`src/rtl/ex_stage_if.sv`:
```
// Decode-to-execute instruction bus: valid/allowin handshake plus the decoded payload.
// Decode drives the master side; the execute stage is the slave.
interface ex_stage_if #(
  parameter int DATA_WIDTH = 32,
  parameter int REG_AW     = 5
);
  logic                  ds_to_es_valid;
  logic                  es_allowin;
  logic [31:0]           ds_pc;
  logic [3:0]            ds_alu_op;
  logic [DATA_WIDTH-1:0] ds_rs_val;
  logic [DATA_WIDTH-1:0] ds_rt_val;
  logic [REG_AW-1:0]     ds_rs;
  logic [REG_AW-1:0]     ds_rt;
  logic [DATA_WIDTH-1:0] ds_imm;
  logic [4:0]            ds_sa;
  logic                  ds_src1_is_sa;
  logic                  ds_src2_is_imm;
  logic [REG_AW-1:0]     ds_dest;
  logic                  ds_gr_we;
  logic                  ds_ov_en;

  modport master (
    output ds_to_es_valid, ds_pc, ds_alu_op, ds_rs_val, ds_rt_val, ds_rs, ds_rt,
           ds_imm, ds_sa, ds_src1_is_sa, ds_src2_is_imm, ds_dest, ds_gr_we, ds_ov_en,
    input  es_allowin
  );

  modport slave (
    input  ds_to_es_valid, ds_pc, ds_alu_op, ds_rs_val, ds_rt_val, ds_rs, ds_rt,
           ds_imm, ds_sa, ds_src1_is_sa, ds_src2_is_imm, ds_dest, ds_gr_we, ds_ov_en,
    output es_allowin
  );
endinterface

```
`src/rtl/ex_stage.sv`:
```
// Execute-stage pipeline register of the 5-stage MIPS core: latches one decoded
// instruction, resolves MEM/WB bypasses, drives the external ALU and hands its result to MEM.
module ex_stage #(
  parameter int DATA_WIDTH = 32,
  parameter int REG_AW     = 5
) (
  input  logic                  clk,
  input  logic                  rst,
  ex_stage_if.slave             ds,
  input  logic                  ms_fwd_we,
  input  logic [REG_AW-1:0]     ms_fwd_dest,
  input  logic [DATA_WIDTH-1:0] ms_fwd_val,
  input  logic                  ws_fwd_we,
  input  logic [REG_AW-1:0]     ws_fwd_dest,
  input  logic [DATA_WIDTH-1:0] ws_fwd_val,
  input  logic                  flush,
  output logic [DATA_WIDTH-1:0] alu_a,
  output logic [DATA_WIDTH-1:0] alu_b,
  output logic [3:0]            alu_op,
  input  logic [DATA_WIDTH-1:0] alu_result,
  input  logic                  alu_overflow,
  input  logic                  ms_allowin,
  output logic                  es_to_ms_valid,
  output logic [31:0]           es_pc,
  output logic [DATA_WIDTH-1:0] es_result,
  output logic [REG_AW-1:0]     es_dest,
  output logic                  es_gr_we,
  output logic                  es_exc_ov,
  output logic                  es_fwd_we,
  output logic [REG_AW-1:0]     es_fwd_dest,
  output logic [DATA_WIDTH-1:0] es_fwd_val
);

  localparam logic ES_READY_GO = 1'b1;

  logic                  vld_p1;
  logic [31:0]           pc_p1;
  logic [3:0]            op_p1;
  logic [DATA_WIDTH-1:0] rs_val_p1;
  logic [DATA_WIDTH-1:0] rt_val_p1;
  logic [REG_AW-1:0]     rs_p1;
  logic [REG_AW-1:0]     rt_p1;
  logic [DATA_WIDTH-1:0] imm_p1;
  logic [4:0]            sa_p1;
  logic                  src1_is_sa_p1;
  logic                  src2_is_imm_p1;
  logic [REG_AW-1:0]     dest_p1;
  logic                  gr_we_p1;
  logic                  ov_en_p1;

  logic                  allowin;
  logic                  accept;
  logic [DATA_WIDTH-1:0] fwd_rs;
  logic [DATA_WIDTH-1:0] fwd_rt;

  function automatic logic [DATA_WIDTH-1:0] fwd_sel(
    input logic [REG_AW-1:0]     reg_num,
    input logic [DATA_WIDTH-1:0] reg_val,
    input logic                  m_we,
    input logic [REG_AW-1:0]     m_dest,
    input logic [DATA_WIDTH-1:0] m_val,
    input logic                  w_we,
    input logic [REG_AW-1:0]     w_dest,
    input logic [DATA_WIDTH-1:0] w_val
  );
    logic [DATA_WIDTH-1:0] sel;
    sel = reg_val;
    if (reg_num != '0) begin
      if (m_we && m_dest == reg_num)      sel = m_val;
      else if (w_we && w_dest == reg_num) sel = w_val;
    end
    return sel;
  endfunction

  assign allowin       = !vld_p1 || (ES_READY_GO && ms_allowin);
  assign ds.es_allowin = allowin;
  assign accept        = ds.ds_to_es_valid && allowin && !flush;

  // ---- stage p0 -> p1: decode handshake and payload capture ----
  always_ff @(posedge clk or posedge rst) begin
    if (rst)          vld_p1 <= 1'b0;
    else if (flush)   vld_p1 <= 1'b0;
    else if (allowin) vld_p1 <= ds.ds_to_es_valid;
  end

  always_ff @(posedge clk or posedge rst) begin
    if (rst) begin
      pc_p1          <= '0;
      op_p1          <= '0;
      rs_val_p1      <= '0;
      rt_val_p1      <= '0;
      rs_p1          <= '0;
      rt_p1          <= '0;
      imm_p1         <= '0;
      sa_p1          <= '0;
      src1_is_sa_p1  <= 1'b0;
      src2_is_imm_p1 <= 1'b0;
      dest_p1        <= '0;
      gr_we_p1       <= 1'b0;
      ov_en_p1       <= 1'b0;
    end else if (accept) begin
      pc_p1          <= ds.ds_pc;
      op_p1          <= ds.ds_alu_op;
      rs_val_p1      <= ds.ds_rs_val;
      rt_val_p1      <= ds.ds_rt_val;
      rs_p1          <= ds.ds_rs;
      rt_p1          <= ds.ds_rt;
      imm_p1         <= ds.ds_imm;
      sa_p1          <= ds.ds_sa;
      src1_is_sa_p1  <= ds.ds_src1_is_sa;
      src2_is_imm_p1 <= ds.ds_src2_is_imm;
      dest_p1        <= ds.ds_dest;
      gr_we_p1       <= ds.ds_gr_we;
      ov_en_p1       <= ds.ds_ov_en;
    end
  end

  // ---- stage p1: operand resolution and ALU interface (combinational) ----
  // Bypasses are re-evaluated every cycle so a stalled instruction sees late producers.
  assign fwd_rs = fwd_sel(rs_p1, rs_val_p1, ms_fwd_we, ms_fwd_dest, ms_fwd_val,
                          ws_fwd_we, ws_fwd_dest, ws_fwd_val);
  assign fwd_rt = fwd_sel(rt_p1, rt_val_p1, ms_fwd_we, ms_fwd_dest, ms_fwd_val,
                          ws_fwd_we, ws_fwd_dest, ws_fwd_val);

  assign alu_a  = src1_is_sa_p1 ? {{(DATA_WIDTH-5){1'b0}}, sa_p1} : fwd_rs;
  assign alu_b  = src2_is_imm_p1 ? imm_p1 : fwd_rt;
  assign alu_op = op_p1;

  // Result is masked while empty so an idle or resetting stage presents zero.
  assign es_result      = vld_p1 ? alu_result : '0;
  assign es_exc_ov      = vld_p1 && ov_en_p1 && alu_overflow;
  assign es_gr_we       = gr_we_p1 && !es_exc_ov;
  assign es_to_ms_valid = vld_p1 && ES_READY_GO && !flush;
  assign es_pc          = pc_p1;
  assign es_dest        = dest_p1;
  assign es_fwd_we      = vld_p1 && es_gr_we;
  assign es_fwd_dest    = dest_p1;
  assign es_fwd_val     = es_result;

endmodule
```
`src/flat_wrapper.sv`:
```
// flat-port wrapper written by rule: the top's interface ports become plain ports
module ex_stage_flat 
#(
  parameter int DATA_WIDTH = 32,
  parameter int REG_AW     = 5
)
  (clk, rst, ms_fwd_we, ms_fwd_dest, ms_fwd_val, ws_fwd_we, ws_fwd_dest, ws_fwd_val, flush, alu_a, alu_b, alu_op, alu_result, alu_overflow, ms_allowin, es_to_ms_valid, es_pc, es_result, es_dest, es_gr_we, es_exc_ov, es_fwd_we, es_fwd_dest, es_fwd_val, ds_ds_to_es_valid, ds_ds_pc, ds_ds_alu_op, ds_ds_rs_val, ds_ds_rt_val, ds_ds_rs, ds_ds_rt, ds_ds_imm, ds_ds_sa, ds_ds_src1_is_sa, ds_ds_src2_is_imm, ds_ds_dest, ds_ds_gr_we, ds_ds_ov_en, ds_es_allowin);
  ex_stage_if #(.DATA_WIDTH(DATA_WIDTH), .REG_AW(REG_AW)) ds_i ();
  input  logic clk;
  input  logic rst;
  input  logic ms_fwd_we;
  input  logic [REG_AW-1:0] ms_fwd_dest;
  input  logic [DATA_WIDTH-1:0] ms_fwd_val;
  input  logic ws_fwd_we;
  input  logic [REG_AW-1:0] ws_fwd_dest;
  input  logic [DATA_WIDTH-1:0] ws_fwd_val;
  input  logic flush;
  output logic [DATA_WIDTH-1:0] alu_a;
  output logic [DATA_WIDTH-1:0] alu_b;
  output logic [3:0] alu_op;
  input  logic [DATA_WIDTH-1:0] alu_result;
  input  logic alu_overflow;
  input  logic ms_allowin;
  output logic es_to_ms_valid;
  output logic [31:0] es_pc;
  output logic [DATA_WIDTH-1:0] es_result;
  output logic [REG_AW-1:0] es_dest;
  output logic es_gr_we;
  output logic es_exc_ov;
  output logic es_fwd_we;
  output logic [REG_AW-1:0] es_fwd_dest;
  output logic [DATA_WIDTH-1:0] es_fwd_val;
  input wire logic [$bits(ds_i.ds_to_es_valid)-1:0] ds_ds_to_es_valid;
  input wire logic [$bits(ds_i.ds_pc)-1:0] ds_ds_pc;
  input wire logic [$bits(ds_i.ds_alu_op)-1:0] ds_ds_alu_op;
  input wire logic [$bits(ds_i.ds_rs_val)-1:0] ds_ds_rs_val;
  input wire logic [$bits(ds_i.ds_rt_val)-1:0] ds_ds_rt_val;
  input wire logic [$bits(ds_i.ds_rs)-1:0] ds_ds_rs;
  input wire logic [$bits(ds_i.ds_rt)-1:0] ds_ds_rt;
  input wire logic [$bits(ds_i.ds_imm)-1:0] ds_ds_imm;
  input wire logic [$bits(ds_i.ds_sa)-1:0] ds_ds_sa;
  input wire logic [$bits(ds_i.ds_src1_is_sa)-1:0] ds_ds_src1_is_sa;
  input wire logic [$bits(ds_i.ds_src2_is_imm)-1:0] ds_ds_src2_is_imm;
  input wire logic [$bits(ds_i.ds_dest)-1:0] ds_ds_dest;
  input wire logic [$bits(ds_i.ds_gr_we)-1:0] ds_ds_gr_we;
  input wire logic [$bits(ds_i.ds_ov_en)-1:0] ds_ds_ov_en;
  output wire logic [$bits(ds_i.es_allowin)-1:0] ds_es_allowin;
  assign ds_i.ds_to_es_valid = ds_ds_to_es_valid;
  assign ds_i.ds_pc = ds_ds_pc;
  assign ds_i.ds_alu_op = ds_ds_alu_op;
  assign ds_i.ds_rs_val = ds_ds_rs_val;
  assign ds_i.ds_rt_val = ds_ds_rt_val;
  assign ds_i.ds_rs = ds_ds_rs;
  assign ds_i.ds_rt = ds_ds_rt;
  assign ds_i.ds_imm = ds_ds_imm;
  assign ds_i.ds_sa = ds_ds_sa;
  assign ds_i.ds_src1_is_sa = ds_ds_src1_is_sa;
  assign ds_i.ds_src2_is_imm = ds_ds_src2_is_imm;
  assign ds_i.ds_dest = ds_ds_dest;
  assign ds_i.ds_gr_we = ds_ds_gr_we;
  assign ds_i.ds_ov_en = ds_ds_ov_en;
  assign ds_es_allowin = ds_i.es_allowin;
  ex_stage #(.DATA_WIDTH(DATA_WIDTH), .REG_AW(REG_AW)) u_core (.clk(clk), .rst(rst), .ds(ds_i), .ms_fwd_we(ms_fwd_we), .ms_fwd_dest(ms_fwd_dest), .ms_fwd_val(ms_fwd_val), .ws_fwd_we(ws_fwd_we), .ws_fwd_dest(ws_fwd_dest), .ws_fwd_val(ws_fwd_val), .flush(flush), .alu_a(alu_a), .alu_b(alu_b), .alu_op(alu_op), .alu_result(alu_result), .alu_overflow(alu_overflow), .ms_allowin(ms_allowin), .es_to_ms_valid(es_to_ms_valid), .es_pc(es_pc), .es_result(es_result), .es_dest(es_dest), .es_gr_we(es_gr_we), .es_exc_ov(es_exc_ov), .es_fwd_we(es_fwd_we), .es_fwd_dest(es_fwd_dest), .es_fwd_val(es_fwd_val));
endmodule
```
`config.mk`:
```
export PLATFORM = sky130hd
export DESIGN_NAME = ex_stage_flat
export DESIGN_NICKNAME = d
export VERILOG_FILES = /design/src/rtl/ex_stage_if.sv /design/src/rtl/ex_stage.sv /design/src/flat_wrapper.sv
export SDC_FILE = /design/constraint.sdc
export NUM_CORES = 1
export LEC_CHECK = 0
export BUFFER_PORTS_ARGS = -buffer_cell sky130_fd_sc_hd__buf_4
export CORE_AREA = 4 4 171 173
export DETAILED_ROUTE_END_ITERATION = 12
export DIE_AREA = 0 0 175 177
export GPL_ROUTABILITY_DRIVEN = 0
export PLACE_DENSITY = 0.61
export SYNTH_ARGS = -nofsm -noshare
export SYNTH_HDL_FRONTEND = slang
export SYNTH_SLANG_ARGS = --single-unit
```
`constraint.sdc`:
```
create_clock -name clk -period 5.35 [get_ports clk]
set_clock_uncertainty 0.15 [all_clocks]
set_input_delay 0.8025 -clock clk [delete_from_list [all_inputs] [get_ports clk]]
set_output_delay 0.8025 -clock clk [all_outputs]
set_load 0.05 [all_outputs]
```
==> results of run 1 <==
worst register-to-register path, cell delays in order, from the launching register on:
cell and delay, ns:
dfrtp_1 0.71, nor2b_1 0.33, nor3b_2 0.24, buf_12 0.61, mux2_2 0.67
through the flow:
stage | cells | hold WS, ns | instance area, um^2 | setup WS (ns)
5_1_grt | 1485 | 0.367 | 12500 | 1.15
2_1_floorplan | 703 | 0.331 | 8460 | 0.163
6_report | 1485 | 0.331 | 12500 | 1.28
4_1_cts | 1485 | 0.354 | 12500 | 1.29
3_5_place_dp | 1453 | 0.346 | 11900 | 1.30
3_3_place_gp | 1453 | 0.341 | 11900 | 1.34
cells in the final DEF (no fill, tap or decap), types with 3 or more instances in the layout:
cell type | Yosys | final
clkinvlp_4 | 0 | 4
buf_4 | 37 | 455
xor2_1 | 3 | 3
and3_1 | 3 | 3
o221a_2 | 7 | 7
dfrtp_1 | 157 | 156
a22o_1 | 27 | 27
nor3_4 | 0 | 3
nor2_1 | 8 | 8
o21ai_0 | 15 | 15
inv_6 | 0 | 4
a22oi_1 | 5 | 5
a221oi_1 | 10 | 10
o221a_1 | 20 | 20
clkbuf_16 | 0 | 17
and2_1 | 39 | 39
inv_1 | 31 | 30
xnor2_1 | 17 | 17
nand2_1 | 14 | 14
a21oi_1 | 27 | 27
a221o_1 | 27 | 27
mux2_2 | 183 | 183
o221ai_1 | 5 | 5
power breakdown:
part	switching (uW)	internal (uW)
Combinational	1170	764
Clock	515	719
Sequential	177	1390
layout make-up:
class                   instances  area, um^2  area share
clock inverters                11         134      0.0107
multi-input cells             430        3950       0.315
repair buffers                457        3460       0.276
inverters                      31         121     0.00969
well taps                     378         473      0.0378
flip-flops and latches        157        3930       0.314
clock buffers                  21         460      0.0368
sequential cells by signal, indices dropped and copies added, names as in the netlist:
name	count
u_core.src2_is_imm_p1	1
u_core.rs_val_p1	32
u_core.src1_is_sa_p1	1
u_core.imm_p1	32
u_core.es_dest	5
u_core.rt_p1	5
u_core.rt_val_p1	32
u_core.ov_en_p1	1
u_core.sa_p1	5
u_core.alu_op	4
u_core.rs_p1	5
u_core.gr_we_p1	1
u_core.es_pc	32
u_core.vld_p1	1
worst min path at each step:
stage | startpoint | end | cells after the start
3_3_place_gp | u_core.rs_val_p1[7] | u_core.rs_val_p1[7] | 1
2_1_floorplan | u_core.sa_p1[0] | u_core.sa_p1[0] | 1
4_1_cts | rst | u_core.es_pc[29] | 2
5_1_grt | rst | u_core.es_pc[28] | 2
3_5_place_dp | u_core.es_pc[28] | u_core.es_pc[28] | 1
6_report | rst | u_core.rt_val_p1[3] | 2
cell families after synthesis:
family,after synthesis
muxes,183
xor gates and xnor gates,20
and+or+nand+nor,83
DFF,157
buffers and inverters,116
AOI/OAI and AO/OA,144
synth_stat cells (5+ instances only):
library cell	n
mux2_2	183
dfrtp_1	157
and2_1	39
buf_4	37
inv_1	31
a21oi_1	27
a221o_1	27
a22o_1	27
buf_2	22
clkbuf_1	22
o221a_1	20
xnor2_1	17
o21ai_0	15
nand2_1	14
a221oi_1	10
nor2_1	8
o221a_2	7
a22oi_1	5
o221ai_1	5
per-layer routing:
layer  vias up  routed length, um
li1       3345                  -
met2       258              14700
met1      3569              13200
met3        40               2070
met5         -                  0
met4         0                835
==> metrics.cfg, run 1 <==
[global_routing]
grt_overflow=0
grt_use_total=0.190
pin_count_of_the_biggest_net_entering_global_routing=157
use_met3=0.0540
grt_antenna_before_repair=0
grt_pass1_vias=7431
met1_layer_usage_reported_by_global_route=0.242
grt_first_pass_wirelength_um=45300
grt.busiest_layer=met2
groute.layer.met2.usage=0.310

[final_layout]
layout-area-overhead-vs-synth_pct=48.0
antennaDiodeCount=0
drive_above_1_share=0.621
layout.filler_cells=2651
utilization=0.453
finish.net_count=1364

[timing]
setup_viol=0
min_period_ns=4.07
unrepaired_setup_endpoints_after_global_routing=no
timing.final.hold_violations=0
setup_total_negative_slack_ns=0
max_slew_violations=0
slew_headroom=0.311
worst_margin_pin_slew_ns=1.03
final.period_utilization=0.761
max_freq_mhz=246

[logic_synthesis]
async_set_or_reset_register_ratio_after_synthesis=1.00
mappedNetlistArea_mm2=0.00846
synth.yosys.warnings=0
muxShareOfSynthArea=0.244
synth_seq_cells=157
synth_compound_gate_area_share=0.142
postSynthCellCount=703
synth_area_leader_cell=dfrtp_1
dominant_combinational_cell_family_by_area_after_synthesis=multiplexers
yosysTopAreaCellShare=0.464
synthDistinctLibCells=35
synthesis.nets=973
yosys.area_share.simple=0.0560
synth_enable_flop_cells=0
synth_top_flop_cell=dfrtp_1
synth_xor_xnor_area_share=0.0207
synth-adder-area-share=0
postSynthAreaPerCell_um2=12.0
ys_seq_area_frac=0.464
post_synth_main_area_contributors=dfrtp_1, mux2_2, buf_4

[floorplan]
io-pin-count=449
start_util=0.306
floorplan.die.height_um=177
floorplan.core_area_mm2=0.0276
dieArea_mm2=0.0310
die_w_um=175
fp-row-count=61

[placement]
detailedPlacementHpwl_um=22900
placement.io_buffers=448

[worst_setup_path]
timing.critical_path.cells=buf_4, xnor2_1, nand4_1, or2_0, a21oi_4, o221a_1, buf_4
timing.critical_path.max_delay_family=compound AO/OA/AOI/OAI gates
crit_buf_inv=2
cp_max_fo=27
critical_path_depth=7
r2r_end=u_core.imm_p1[28]
critPathLaunch=ms_fwd_dest[4]
critPathSlowestCell=a21oi_4
crit_path_end=alu_a[26]
critPathRequiredTime_ns=4.40
worst_r2r_startpoint=u_core.vld_p1
critical_path_class=in -> out
arrival_time_reported_for_the_critical_path_endpoint_ns=3.12
critPathMaxStageDelay_ns=0.85
timing.critical_path.to_type=primary output
worstSetupStartpointType=primary input
worstRegToRegCells=4
regToRegSetupSlack_ns=2.52
worst_path_most_repeated_cell=buf_4

[cts]
clkTransAtPathRegs_ns=0.07
ctsHtreeMaxLevel=4
cts.path.max_buffers=2
post_cts_hold_buffer_count=0
cts_tree=yes
clk-insertion-delay-late_ns=0.42
cts-resized-gates=0
cts.sinks=157
cts_buffers=17
clock_tree.root_cell=clkbuf_16
setup_fix_buffers_added_after_clock_tree_synthesis=0

[detailed_routing]
drc=0
dr.pass1.iters=4
routed-via-count=7212
wl_per_instance_um=20.8
drt-vias-per-instance=4.86
route.antenna.remaining_nets=0
dr.first_iter.drc_count=393
detail_route.wirelength_um=30900

[run]
drv.max_cap_violation_count=0

[run_status]
outcome=complete, no violations

[pwr]
cellPowerDensity_mw_per_mm2=378
max-vdd-ir-drop_uv=189
cellLeakagePower_uw=0.00581
finalPower_uw=4730

[min_path]
hold_class=in -> async

No activity file was read; power rests on OpenSTA's default activity.
==> inputs of run 2 (changes only) <==
==> constraint.sdc (replaced) <==
create_clock -name clk -period 3.4 [get_ports clk]
set_clock_uncertainty 0.15 [all_clocks]
set_input_delay 0.51 -clock clk [delete_from_list [all_inputs] [get_ports clk]]
set_output_delay 0.51 -clock clk [all_outputs]
set_load 0.05 [all_outputs]
==> run 2 against run 1 <==
Die area unchanged. Clock power up 48%. Global-route usage is 0.93 points higher. Worst setup slack lost 1.2 ns. Sequential cell count unchanged. Sequential power is 57% higher. Routed wire length rose by 4.6%. Worst hold slack worse by 0.25 ns. Sequential share of layout area decreased by 0.69 points. Non-clock buffer count grew 19. Critical path depth is 1 higher.
==> metrics.cfg, run 2 (synthesis gave the netlist of run 1 again) <==
[run_status]
outcome=complete, no violations

[cts]
cts_buffers=17  ; unchanged
cts.sinks=157  ; unchanged
cts.path.max_buffers=2  ; unchanged
clk-insertion-delay-late_ns=0.42  ; about the same
clkTransAtPathRegs_ns=0.07  ; about the same
ctsHtreeMaxLevel=4  ; unchanged
clock_tree.root_cell=clkbuf_16
post_cts_hold_buffer_count=0  ; unchanged
cts_tree=yes

[detailed_routing]
detail_route.wirelength_um=32300  ; +4.6%
drt-vias-per-instance=4.96  ; +2.1%
routed-via-count=7456  ; +3.4%
wl_per_instance_um=21.5  ; +3.3%
route.antenna.remaining_nets=0  ; unchanged
dr.first_iter.drc_count=419  ; +6.6%
drc=0  ; unchanged
dr.pass1.iters=5  ; +1

[global_routing]
grt_use_total=0.199  ; +0.00926
grt_antenna_before_repair=1  ; +1
pin_count_of_the_biggest_net_entering_global_routing=80  ; -49%
grt_overflow=0  ; unchanged
grt_first_pass_wirelength_um=47600  ; +5.0%
grt_pass1_vias=7756  ; +4.4%

[worst_setup_path]
timing.critical_path.to_type=primary output
timing.critical_path.max_delay_family=simple AND/OR/NAND/NOR gates
cp_max_fo=6  ; -78%
crit_buf_inv=4  ; +2
critPathRequiredTime_ns=2.74  ; -1.66 ns
arrival_time_reported_for_the_critical_path_endpoint_ns=2.64  ; -0.48 ns
critPathSlowestCell=or4_1
critical_path_class=reg -> out
critPathMaxStageDelay_ns=0.61  ; -0.24 ns
worst_path_most_repeated_cell=buf_4
timing.critical_path.cells=or4_1, nor2_4, buf_4, a21oi_4, buf_4, clkbuf_16, o221a_2, buf_4
worstSetupStartpointType=register

[floorplan]
start_util=0.306  ; unchanged
floorplan.die.height_um=177  ; unchanged
dieArea_mm2=0.0310  ; unchanged
floorplan.core_area_mm2=0.0276  ; unchanged
die_w_um=175  ; unchanged
io-pin-count=449  ; unchanged
fp-row-count=61  ; unchanged

[final_layout]
commonest_cells_after_routing_fill_and_taps_aside=buf_4, mux2_2, dfrtp_1
utilization=0.464  ; +0.0107
layout.filler_cells=2680  ; +1.1%
finish.net_count=1383  ; +1.4%
layout_commonest_cell=buf_4
antennaDiodeCount=0  ; unchanged
layout-area-overhead-vs-synth_pct=51.4
drive_above_1_share=0.633  ; +0.0126
final_design_area_no_fill_mm2=0.0128  ; +2.4%

[timing]
finalWorstSetupSlack_ns=0.101  ; -1.18 ns
timing.final.hold_violations=0  ; unchanged
setup_viol=0  ; unchanged
min_period_ns=3.30
max_slew_violations=0  ; unchanged
worst_margin_pin_slew_ns=0.885  ; -0.147 ns
slew_headroom=0.410  ; +0.0993
max_freq_mhz=303
final.period_utilization=0.970
unrepaired_setup_endpoints_after_global_routing=no

[pwr]
max-vdd-ir-drop_uv=284  ; +51%
cellLeakagePower_uw=0.00593  ; +2.2%
cellPowerDensity_mw_per_mm2=579  ; +53%

[min_path]
hold_class=in -> async

[placement]
dp_slack_ns=0.197  ; -1.11 ns
placedInstanceArea_mm2=0.0121  ; +1.3%
placement.io_buffers=448  ; unchanged
detailedPlacementHpwl_um=24400  ; +6.7%

[run]
drv.max_cap_violation_count=0  ; unchanged

## run 2: final timing paths
kind                                         to             start  cells after the start  slack (ns)
min in group clk                  u_core.vld_p1             flush                      2        0.14
hold / removal                 u_core.alu_op[1]               rst                      2        0.08
setup / recovery                      alu_a[10]   u_core.rs_p1[1]                      8        0.10
setup reg to reg            u_core.rs_val_p1[9]     u_core.vld_p1                      4        0.87
max in group asynchronous  u_core.rs_val_p1[11]               rst                      3        2.29
hold reg to reg                u_core.imm_p1[5]  u_core.imm_p1[5]                      1        0.36
## run 2: repair_timing
| action | CTS | global route |
|---|---|---|
| buffers inserted | 1 | 5 |
| gates resized for setup | 3 | 19 |
| cloned | 0 | 2 |
| pin swaps | 1 | 2 |
| endpoints found under the setup margin | 27 | 54 |
## run 2: final cells by class
type	instances	area, um^2	share of cell area
clock buffer	20	447	0.0349
clock inverter	12	104	0.00810
inverter	31	120	0.00937
multi-input combinational	430	3970	0.310
sequential	157	3930	0.307
tap	378	473	0.0369
timing repair buffer	476	3760	0.294
## run 2: stage by stage
step                instances  setup TNS (ns)  hold WS [ns]  power [uW]
floorplan                 703               0         0.331        4520
global placement         1464               0         0.340        5570
detailed placement       1464               0         0.347        5600
CTS                      1497        -0.00207        0.0779        7470
global route             1504               0         0.105        7770
finish                   1504               0        0.0783        7420
## run 2: worst reg2reg max path: stages, from the launching register on
cell and delay, ns:
dfrtp_1 0.71, nor2b_1 0.33, nor3b_2 0.35, buf_12 0.40
mux2_2 0.48
## run 2: where the power goes
group	switching, uW	total (uW)	internal (uW)
registers	278	2470	2190
logic	1870	3130	1260
clock network	847	1820	976
## run 2: per-layer routing
metal / GRT usage / up-vias / share of wire
met5: 0 / - / 0.00040
met4: 0.0540 / 2 / 0.019
met3: 0.0538 / 41 / 0.065
met2: 0.322 / 281 / 0.48
met1: 0.265 / 3747 / 0.43
li1: - / 3385 / -
==> inputs of run 3 (changes only) <==
--- a/config.mk
+++ b/config.mk
@@ -10,7 +10,7 @@
 export DETAILED_ROUTE_END_ITERATION = 12
 export DIE_AREA = 0 0 175 177
 export GPL_ROUTABILITY_DRIVEN = 0
-export PLACE_DENSITY = 0.61
+export PLACE_DENSITY = 0.59
 export SYNTH_ARGS = -nofsm -noshare
 export SYNTH_HDL_FRONTEND = slang
 export SYNTH_SLANG_ARGS = --single-unit
==> constraint.sdc (replaced) <==
create_clock -name clk -period 3.8 [get_ports clk]
set_clock_uncertainty 0.15 [all_clocks]
set_input_delay 0.57 -clock clk [delete_from_list [all_inputs] [get_ports clk]]
set_output_delay 0.57 -clock clk [all_outputs]
set_load 0.01 [all_outputs]
==> run 3 against run 2 <==
Global-route usage up 0.32 points. Combinational power down 41%. Clock power down 9.9%. Non-clock buffer count down 8. Critical path depth down 1. Worst setup slack better by 0.091 ns. Sequential power down 12%. Critical endpoint is now alu_a[31]. Highest routed layer unchanged.
==> metrics.cfg, run 3 (synthesis gave the netlist of run 1 again) <==
[run_status]
outcome=complete, no violations

[detailed_routing]
dr.pass1.iters=5  ; unchanged
wl_per_instance_um=21.7  ; +1.1%
route.antenna.remaining_nets=0  ; unchanged
drt-vias-per-instance=4.90  ; -1.3%
drc=0  ; unchanged
routed-via-count=7328  ; -1.7%
detail_route.wirelength_um=32500  ; +0.58%
dr.first_iter.drc_count=479  ; +14%

[cts]
cts.sinks=157  ; unchanged
clk-insertion-delay-late_ns=0.43  ; about the same
cts.path.max_buffers=2  ; unchanged
cts_tree=yes
clkTransAtPathRegs_ns=0.07  ; about the same
clock_tree.root_cell=clkbuf_16
cts-resized-gates=0  ; -3
post_cts_hold_buffer_count=1  ; +1
cts_buffers=17  ; unchanged
setup_fix_buffers_added_after_clock_tree_synthesis=0  ; -1
ctsHtreeMaxLevel=4  ; unchanged

[timing]
setup_total_negative_slack_ns=0  ; unchanged
unrepaired_setup_endpoints_after_global_routing=no
fin_worst_hold_slack_ns=0.162  ; +0.0842 ns
setup_viol=0  ; unchanged
slew_headroom=0.406  ; -0.00427
max_slew_violations=0  ; unchanged
min_period_ns=3.61
worst_margin_pin_slew_ns=0.891  ; +0.00640 ns
final.period_utilization=0.950
max_freq_mhz=277
timing.final.hold_violations=0  ; unchanged

[worst_setup_path]
critPathMaxStageDelay_ns=0.55  ; -0.06 ns
timing.critical_path.cells=or4_1, nor2_2, nor3_4, buf_4, a21oi_1, o221a_2, buf_4
arrival_time_reported_for_the_critical_path_endpoint_ns=2.89  ; +0.25 ns
worstRegToRegCells=4  ; unchanged
cp_max_fo=21  ; +15
critPathSlowestCell=or4_1
regToRegSetupSlack_ns=1.13  ; +0.26 ns
crit_buf_inv=2  ; -2
critPathLaunch=u_core.rs_p1[1]
critPathRequiredTime_ns=3.08  ; +0.34 ns
worst_path_most_repeated_cell=buf_4
worst_r2r_startpoint=u_core.vld_p1
r2r_end=u_core.rt_val_p1[11]
worstSetupStartpointType=register
timing.critical_path.to_type=primary output
critical_path_class=reg -> out
timing.critical_path.max_delay_family=simple AND/OR/NAND/NOR gates

[floorplan]
floorplan.die.height_um=177  ; unchanged
dieArea_mm2=0.0310  ; unchanged
floorplan.core_area_mm2=0.0276  ; unchanged
start_util=0.306  ; unchanged
die_w_um=175  ; unchanged
fp-row-count=61  ; unchanged
io-pin-count=449  ; unchanged

[global_routing]
grt_first_pass_wirelength_um=47800  ; +0.41%
grt_pass1_vias=7683  ; -0.94%
pin_count_of_the_biggest_net_entering_global_routing=84  ; +5.0%
grt_use_total=0.202  ; +0.00317
grt_overflow=0  ; unchanged
grt_antenna_before_repair=3  ; +2

[placement]
placement.io_buffers=448  ; unchanged
detailedPlacementHpwl_um=25100  ; +2.9%

[run]
drv.max_cap_violation_count=0  ; unchanged

[final_layout]
sequential_cell_area_mm2=0.00393  ; about the same
layout.filler_cells=2675  ; -0.19%
finish.net_count=1375  ; -0.58%
layout_commonest_cell=buf_4
layout-area-overhead-vs-synth_pct=48.9
commonest_cells_after_routing_fill_and_taps_aside=buf_4, mux2_2, dfrtp_1
drive_above_1_share=0.624  ; -0.00889
multi_input_logic_area_mm2=0.00395  ; -0.69%

[pwr]
cellLeakagePower_uw=0.00586  ; -1.3%
max-vdd-ir-drop_uv=230  ; -19%
cellPowerDensity_mw_per_mm2=449  ; -22%

[min_path]
hold_class=in -> reg
min_from=flush
worstHoldPathCells=2
hold_end=u_core.vld_p1

run 3: how the worst max path moves through the flow:
stage / to / cells past startpoint
floorplan: alu_b[11] / 7
global placement: alu_a[20] / 8
detailed placement: alu_a[20] / 8
CTS: alu_a[31] / 7
global route: alu_a[31] / 7
finish: alu_a[31] / 7
run 3: layout make-up:
class,instances,share of cell area
diodes,1,0.000199
clock buffers,20,0.0363
clock inverters,12,0.00824
inverters,31,0.00954
multi-input cells,430,0.313
flip-flops and latches,157,0.312
well taps,378,0.0375
repair buffers,468,0.283
run 3: stage by stage:
step | instance area [um^2] | total power [uW] | cells | util | setup WS, ns
2_1_floorplan | 8470 | 3130 | 703 | - | 0.918
3_3_place_gp | 12000 | 4050 | 1463 | 0.435 | 0.525
3_5_place_dp | 12000 | 4070 | 1463 | 0.435 | 0.516
4_1_cts | 12600 | 5760 | 1496 | 0.456 | 0.142
5_1_grt | 12600 | 5980 | 1497 | 0.456 | 0.0179
6_report | 12600 | 5660 | 1497 | 0.456 | 0.192
run 3: report_power, final:
part	switching, uW	internal (uW)	leakage, uW
registers	217	1960	0.00185
logic	781	1070	0.00374
clock network	752	888	0.000266
run 3: layer usage:
metal	vias up	track usage	wire [um]
met5	-	0	14
met1	3632	0.256	13800
met3	45	0.0605	2170
met2	273	0.333	15800
li1	3374	-	-
met4	4	0.0671	763
